`src/rtl/ntt_stage_sched.sv`:
```
// Butterfly sequencer for an N-point NTT: issues read pairs and twiddle indices and returns write-backs PIPE_LAT cycles later.
// Optional macro NTT_STAGE_SCHED_INTT_EN adds inv_i for Gentleman-Sande inverse ordering.
module ntt_stage_sched #(
   parameter int N        = 256,
   parameter int PIPE_LAT = 3,
   localparam int LOG_N   = $clog2(N),
   localparam int SW      = $clog2(LOG_N) + 1
) (
   input  logic             clk_i,
   input  logic             reset_i,
   input  logic             start_i,
   input  logic             stall_i,
`ifdef NTT_STAGE_SCHED_INTT_EN
   input  logic             inv_i,
`endif
   output logic             busy_o,
   output logic             done_o,
   output logic             rd_valid_o,
   output logic [LOG_N-1:0] rd_addr_a_o,
   output logic [LOG_N-1:0] rd_addr_b_o,
   output logic [LOG_N-1:0] zeta_idx_o,
   output logic             wr_valid_o,
   output logic [LOG_N-1:0] wr_addr_a_o,
   output logic [LOG_N-1:0] wr_addr_b_o,
   output logic [SW-1:0]    stage_o
);

   localparam int DW = $clog2(PIPE_LAT + 1);

   typedef enum logic [1:0] {IDLE, ISSUE, DRAIN, DONE} state_t;

   state_t            state_q, state_d;
   logic              issue, last_issue, drain_end, inv_start;
   logic              inv_q;
   logic [SW-1:0]     s_q;
   logic [DW-1:0]     dcnt_q;
   logic [LOG_N-1:0]  len_q, off_q, a_q, b_q, k_q;

`ifdef NTT_STAGE_SCHED_INTT_EN
   assign inv_start = inv_i;
`else
   assign inv_start = 1'b0;
`endif

   always_ff @(posedge clk_i) begin
      if (reset_i) state_q <= IDLE;
      else         state_q <= state_d;
   end

   always_comb begin
      state_d    = state_q;
      issue      = 1'b0;
      last_issue = 1'b0;
      drain_end  = 1'b0;
      case (state_q)
         IDLE:  if (start_i) state_d = ISSUE;
         ISSUE: begin
            if (!stall_i) begin
               issue = 1'b1;
               // The final butterfly of every stage (either ordering) writes the top word.
               if (b_q == LOG_N'(N - 1)) begin
                  last_issue = 1'b1;
                  state_d    = DRAIN;
               end
            end
         end
         DRAIN: begin
            if (dcnt_q == DW'(PIPE_LAT - 1)) begin
               drain_end = 1'b1;
               state_d   = (s_q == SW'(LOG_N - 1)) ? DONE : ISSUE;
            end
         end
         DONE:    state_d = IDLE;
         default: state_d = IDLE;
      endcase
   end

   // Address registers hold the next butterfly to issue and stay put once a stage's last one has gone.
   always_ff @(posedge clk_i) begin
      if (reset_i) begin
         inv_q  <= 1'b0;
         s_q    <= '0;
         dcnt_q <= '0;
         len_q  <= '0;
         off_q  <= '0;
         a_q    <= '0;
         b_q    <= '0;
         k_q    <= '0;
      end else begin
         dcnt_q <= (state_q == DRAIN) ? dcnt_q + DW'(1) : '0;
         if (state_q == IDLE && start_i) begin
            inv_q <= inv_start;
            s_q   <= '0;
            off_q <= '0;
            a_q   <= '0;
            len_q <= inv_start ? LOG_N'(1) : LOG_N'(N / 2);
            b_q   <= inv_start ? LOG_N'(1) : LOG_N'(N / 2);
            k_q   <= inv_start ? LOG_N'(N - 1) : LOG_N'(1);
         end else if (issue && !last_issue) begin
            if (off_q == len_q - LOG_N'(1)) begin
               off_q <= '0;
               a_q   <= a_q + len_q + LOG_N'(1);
               b_q   <= b_q + len_q + LOG_N'(1);
               k_q   <= inv_q ? k_q - LOG_N'(1) : k_q + LOG_N'(1);
            end else begin
               off_q <= off_q + LOG_N'(1);
               a_q   <= a_q + LOG_N'(1);
               b_q   <= b_q + LOG_N'(1);
            end
         end else if (drain_end && s_q != SW'(LOG_N - 1)) begin
            s_q   <= s_q + SW'(1);
            off_q <= '0;
            a_q   <= '0;
            len_q <= inv_q ? len_q << 1 : len_q >> 1;
            b_q   <= inv_q ? len_q << 1 : len_q >> 1;
            // Stage start zeta is one step past the previous stage's last group in both orderings.
            k_q   <= inv_q ? k_q - LOG_N'(1) : k_q + LOG_N'(1);
         end
      end
   end

   logic [PIPE_LAT-1:0]            vld_pipe;
   logic [PIPE_LAT-1:0][LOG_N-1:0] wa_pipe, wb_pipe;

   always_ff @(posedge clk_i) begin
      if (reset_i) begin
         vld_pipe <= '0;
         wa_pipe  <= '0;
         wb_pipe  <= '0;
      end else begin
         vld_pipe[0] <= issue;
         wa_pipe[0]  <= a_q;
         wb_pipe[0]  <= b_q;
         for (int i = 1; i < PIPE_LAT; i++) begin
            vld_pipe[i] <= vld_pipe[i-1];
            wa_pipe[i]  <= wa_pipe[i-1];
            wb_pipe[i]  <= wb_pipe[i-1];
         end
      end
   end

   assign busy_o      = (state_q != IDLE);
   assign done_o      = (state_q == DONE);
   assign rd_valid_o  = issue;
   assign rd_addr_a_o = a_q;
   assign rd_addr_b_o = b_q;
   assign zeta_idx_o  = k_q;
   assign stage_o     = s_q;
   assign wr_valid_o  = vld_pipe[PIPE_LAT-1];
   assign wr_addr_a_o = wa_pipe[PIPE_LAT-1];
   assign wr_addr_b_o = wb_pipe[PIPE_LAT-1];

endmodule

```
`config.mk`:
```
export PLATFORM = sky130hd
export DESIGN_NAME = ntt_stage_sched
export DESIGN_NICKNAME = d
export VERILOG_FILES = /design/src/rtl/ntt_stage_sched.sv
export SDC_FILE = /design/constraint.sdc
export NUM_CORES = 1
export LEC_CHECK = 0
export BUFFER_PORTS_ARGS = -buffer_cell sky130_fd_sc_hd__buf_2
export CORE_MARGIN = 5
export CORE_UTILIZATION = 47
export DETAILED_ROUTE_END_ITERATION = 7
export GPL_TIMING_DRIVEN = 0
export PLACE_DENSITY = 0.76
export SYNTH_ARGS = -nofsm -noshare
export SYNTH_HDL_FRONTEND = slang
export SYNTH_SLANG_ARGS = --single-unit
```
`constraint.sdc`:
```
create_clock -name clk_i -period 2.3 [get_ports clk_i]
set_clock_uncertainty 0.1 [all_clocks]
set_input_delay 0.23 -clock clk_i [delete_from_list [all_inputs] [get_ports clk_i]]
set_output_delay 0.23 -clock clk_i [all_outputs]
set_load 0.01 [all_outputs]
```
==> report_table.html <==
<table>
<tr><th>Metric</th><th>Value</th></tr>
<tr><th colspan="2">Critical path</th></tr>
<tr><td>R2r startpoint</td><td>len_q[3]</td></tr>
<tr><td>CP Class</td><td>flip-flop to flip-flop</td></tr>
<tr><td>Critical Path Source</td><td>len_q[3]</td></tr>
<tr><td>FF-to-FF path depth</td><td>10</td></tr>
<tr><td>Type of element capturing the critical path</td><td>flip-flop</td></tr>
<tr><td>Largest fanout on the critical path</td><td>6</td></tr>
<tr><td>WP data required</td><td>2.47 ns</td></tr>
<tr><td>CP Data Arrival Time</td><td>2.58 ns</td></tr>
<tr><td>R2R Path End</td><td>rd_addr_a_o[5]</td></tr>
<tr><td>Reg2Reg Setup Slack</td><td>-0.11 ns</td></tr>
<tr><td>Critical path launch point type</td><td>flip-flop</td></tr>
<tr><th colspan="2">Global routing</th></tr>
<tr><td>Antenna violations before repair</td><td>0</td></tr>
<tr><td>Vias in the first global route</td><td>3890</td></tr>
<tr><td>Maximum number of pins on one net before global-route repair</td><td>19</td></tr>
<tr><td>Aggregate global-route resource usage</td><td>19.0%</td></tr>
<tr><td>Overflow after GRT</td><td>0</td></tr>
<tr><td>First-pass GRT wire length</td><td>18.0 mm</td></tr>
<tr><th colspan="2">Synth</th></tr>
<tr><td>EDFF count, synth</td><td>0</td></tr>
<tr><td>Post-synth design cell area</td><td>4650 sq um</td></tr>
<tr><td>Cell types with the highest counts after synthesis</td><td>dfxtp_1 (99), nor2b_1 (49), nor2_1 (40)</td></tr>
<tr><td>Synth warnings</td><td>0</td></tr>
<tr><td>Mean post-synth cell area</td><td>8.95 sq um</td></tr>
<tr><td>Post-synth net total</td><td>547</td></tr>
<tr><td>Synth async-reset ratio</td><td>0%</td></tr>
<tr><td>Yosys reg bits</td><td>99</td></tr>
<tr><td>Share of the synthesized area in the top cell type</td><td>42.6%</td></tr>
<tr><td>Number of instances in the synthesized netlist</td><td>520</td></tr>
<tr><td>Number of distinct library cells after synthesis</td><td>58</td></tr>
<tr><td>Most common flop cell mapped by yosys</td><td>dfxtp_1</td></tr>
<tr><td>Fraction of the yosys area taken by sequential cells</td><td>42.6%</td></tr>
<tr><td>Top cells by area in the synthesized netlist</td><td>dfxtp_1 (43%), nor2b_1 (6.6%), ha_1 (5.6%)</td></tr>
<tr><td>Most instantiated library cell after synthesis</td><td>dfxtp_1</td></tr>
<tr><td>Cell accounting for the most synthesized area</td><td>dfxtp_1</td></tr>
<tr><th colspan="2">Hold path</th></tr>
<tr><td>Min-Delay Endpoint</td><td>state_q[0]</td></tr>
<tr><td>HP Class</td><td>input port to flip-flop</td></tr>
<tr><td>Hold path startpoint</td><td>stall_i</td></tr>
<tr><td>Worst hold path cell count</td><td>3</td></tr>
<tr><th colspan="2">Timing</th></tr>
<tr><td>Final period demand of the worst path</td><td>2.41 ns</td></tr>
<tr><td>Worst setup slack after layout</td><td>-0.112 ns</td></tr>
<tr><td>Number of endpoints with negative hold slack in the final report</td><td>0</td></tr>
<tr><td>Max-slew violation count</td><td>0</td></tr>
<tr><td>Unrepaired setup endpoints after global routing</td><td>true</td></tr>
<tr><td>Highest Clock Rate</td><td>415 MHz</td></tr>
<tr><td>Worst slew margin</td><td>52.1%</td></tr>
<tr><td>Worst hold margin</td><td>0.104 ns</td></tr>
<tr><td>Number of setup violations in the final report</td><td>10</td></tr>
<tr><td>Final worst path period share</td><td>105%</td></tr>
<tr><td>Slew at the pin closest to its max-slew limit</td><td>0.713 ns</td></tr>
<tr><th colspan="2">Floorplan</th></tr>
<tr><td>Area enclosed by the die boundary</td><td>12000 sq um</td></tr>
<tr><td>Effective utilization at floorplan</td><td>47.8%</td></tr>
<tr><td>Standard-cell rows</td><td>36</td></tr>
<tr><td>Number of top-level pins</td><td>52</td></tr>
<tr><td>Core area</td><td>9730 sq um</td></tr>
<tr><td>Die span in x</td><td>109 um</td></tr>
<tr><td>Chip Height</td><td>109 um</td></tr>
<tr><th colspan="2">Layout</th></tr>
<tr><td>Net count reported at finish</td><td>631</td></tr>
<tr><td>Diode count</td><td>0</td></tr>
<tr><td>Number of standard cells in the final layout excluding fillers</td><td>742</td></tr>
<tr><td>Share of cells above drive strength 1</td><td>28.6%</td></tr>
<tr><td>Finished Cell Area</td><td>5700 sq um</td></tr>
<tr><td>Area delta synth-&gt;final</td><td>22.6%</td></tr>
<tr><td>Final-layout fill cell count</td><td>854</td></tr>
<tr><th colspan="2">Placed design</th></tr>
<tr><td>Final GP Congestion</td><td>0.916</td></tr>
<tr><td>Number of port buffers</td><td>51</td></tr>
<tr><td>Cell count after placement</td><td>704</td></tr>
<tr><td>Cell Area, Placed</td><td>5070 sq um</td></tr>
<tr><td>HPWL Detailed</td><td>7.64 mm</td></tr>
<tr><th colspan="2">Power</th></tr>
<tr><td>LEAKAGE</td><td>0.00241 uW</td></tr>
<tr><td>Worst IR drop on VDD</td><td>0.248 mV</td></tr>
<tr><td>Total power density per cell area</td><td>522 nW/um^2</td></tr>
<tr><th colspan="2">CTS</th></tr>
<tr><td>Clock network latency to the later pin of the worst-skew pair</td><td>0.37 ns</td></tr>
<tr><td>Maximum buffer depth of the clock tree</td><td>2</td></tr>
<tr><td>Num CTS Buffers</td><td>9</td></tr>
<tr><td># clock sinks</td><td>99</td></tr>
<tr><td>CTS tree</td><td>built</td></tr>
<tr><td>Number of levels the H-tree was split into</td><td>3</td></tr>
<tr><td>Clock root cell</td><td>clkbuf_8</td></tr>
<tr><td>Count of hold buffers inserted by post-cts repair</td><td>0</td></tr>
<tr><td>Clk slew on worst S/H paths</td><td>0.10 ns</td></tr>
<tr><th colspan="2">Drt</th></tr>
<tr><td>Post-route ant nets</td><td>0</td></tr>
<tr><td>Initial drt markers</td><td>204</td></tr>
<tr><td>Count of TritonRoute iterations in the first routing pass</td><td>5</td></tr>
<tr><td>Total via count in the routed design</td><td>3972</td></tr>
<tr><td>Drt wl/cell</td><td>15.0 um</td></tr>
<tr><td>Vias/cell</td><td>5.35</td></tr>
<tr><td>Post-Route WL</td><td>11.1 mm</td></tr>
<tr><td>Residual DRC count</td><td>0</td></tr>
<tr><th colspan="2">Flow run</th></tr>
<tr><td>Max-cap viol count</td><td>0</td></tr>
<tr><th colspan="2">Run status</th></tr>
<tr><td>Outcome</td><td>finished, violations left</td></tr>
<tr><td>Failing checks</td><td>setup timing</td></tr>
</table>
## power breakdown
| part | total [uW] | switching [uW] | internal [uW] | leakage (uW) |
|---|---|---|---|---|
| clock | 1100 | 647 | 448 | 0.0000973 |
| combinational | 142 | 93.0 | 49.0 | 0.00151 |
| sequential | 1740 | 16.5 | 1720 | 0.000805 |
## flip-flops by register name, summed over array words and instances, names as in the netlist
name	cells
wr_addr_b_o	8
vld_pipe	3
state_q	2
dcnt_q	2
wb_pipe	16
rd_addr_a_o	8
zeta_idx_o	8
wr_addr_a_o	8
rd_addr_b_o	8
off_q	8
len_q	8
wa_pipe	16
stage_o	4
## cell families after synthesis
group / after synthesis / share of synthesized area (%)
AND/OR/NAND/NOR: 204 / 23.0
AO/OA/AOI/OAI: 107 / 15.6
flip-flops: 99 / 42.6
buffers and inverters: 57 / 6.54
XOR/XNOR: 26 / 4.90
adder cells (fa/ha/maj): 23 / 6.51
multiplexers: 4 / 0.861
## worst max-delay path: stages (launching register included)
cell and delay, ns:
dfxtp_4 0.36, or3_4 0.43, or3_4 0.34, a22oi_2 0.17, buf_4 0.15, o211ai_4 0.09
buf_6 0.16, buf_6 0.13, nand3b_1 0.09, o21ai_1 0.08, a22o_1 0.21
## placed cells by master (no fill, tap or decap), types with 5 or more instances in the layout
master / instances
and3_1: 9
o22ai_1: 10
nand2_1: 34
nand3_1: 15
and2_1: 5
xnor2_1: 13
nor2b_1: 47
buf_2: 51
nand4_1: 6
a21oi_1: 21
nand2b_1: 9
buf_4: 33
nor3_2: 5
a21oi_2: 8
ha_1: 19
dfxtp_4: 5
dfxtp_2: 5
o21ai_1: 8
o21ai_0: 8
inv_1: 16
dfxtp_1: 89
nor3_1: 7
clkbuf_1: 8
nor2_1: 38
a31oi_1: 9
clkbuf_8: 10
buf_6: 14
a21boi_0: 6
xor2_1: 12
## cell type report
type | instances | area, sq um | area share (%)
multi-input combinational | 365 | 2550 | 44.7
sequential | 99 | 2010 | 35.2
timing repair buffer | 77 | 484 | 8.49
buffer | 34 | 228 | 3.99
tap | 133 | 166 | 2.92
clock buffer | 10 | 138 | 2.41
inverter | 18 | 72.6 | 1.27
clock inverter | 6 | 56.3 | 0.987
## worst max-delay path by stage
stage / endpoint / slack, ns / cells after the start
after floorplan: zeta_idx_o[1] / 0.02 / 10
after global placement: rd_addr_a_o[6] / -0.35 / 9
after detailed placement: rd_addr_a_o[6] / -0.39 / 9
after CTS: rd_addr_b_o[7] / -0.08 / 8
after global routing: rd_addr_a_o[4] / -0.16 / 10
final: rd_addr_a_o[5] / -0.11 / 10
## metal layers
| metal | wire, um | share of wire (%) | GRT usage [%] |
|---|---|---|---|
| met5 | 0 | 0 | 0 |
| met4 | 482 | 4.3 | 9.80 |
| met3 | 699 | 6.3 | 4.23 |
| met2 | 5240 | 47 | 31.7 |
| met1 | 4720 | 42 | 22.8 |
## stage by stage
stage          utilization [%]  total power, uW  worst slack [ns]  TNS (ns)
5_1_grt                   58.6             3080            -0.161     -1.93
3_3_place_gp              52.2             1910            -0.347     -7.73
3_5_place_dp              52.2             1920            -0.387     -9.91
4_1_cts                   56.6             2990           -0.0768    -0.850
2_1_floorplan                -             1870            0.0171         0
6_report                  58.6             2980            -0.112    -0.627
## what timing repair did
action / in CTS / in global routing
gates cloned: 3 / 0
endpoints found under the setup margin: 43 / 32
pin swaps: 22 / 16
resized for setup: 39 / 46
setup buffers: 16 / 8
(Power assumes the default switching activity.)
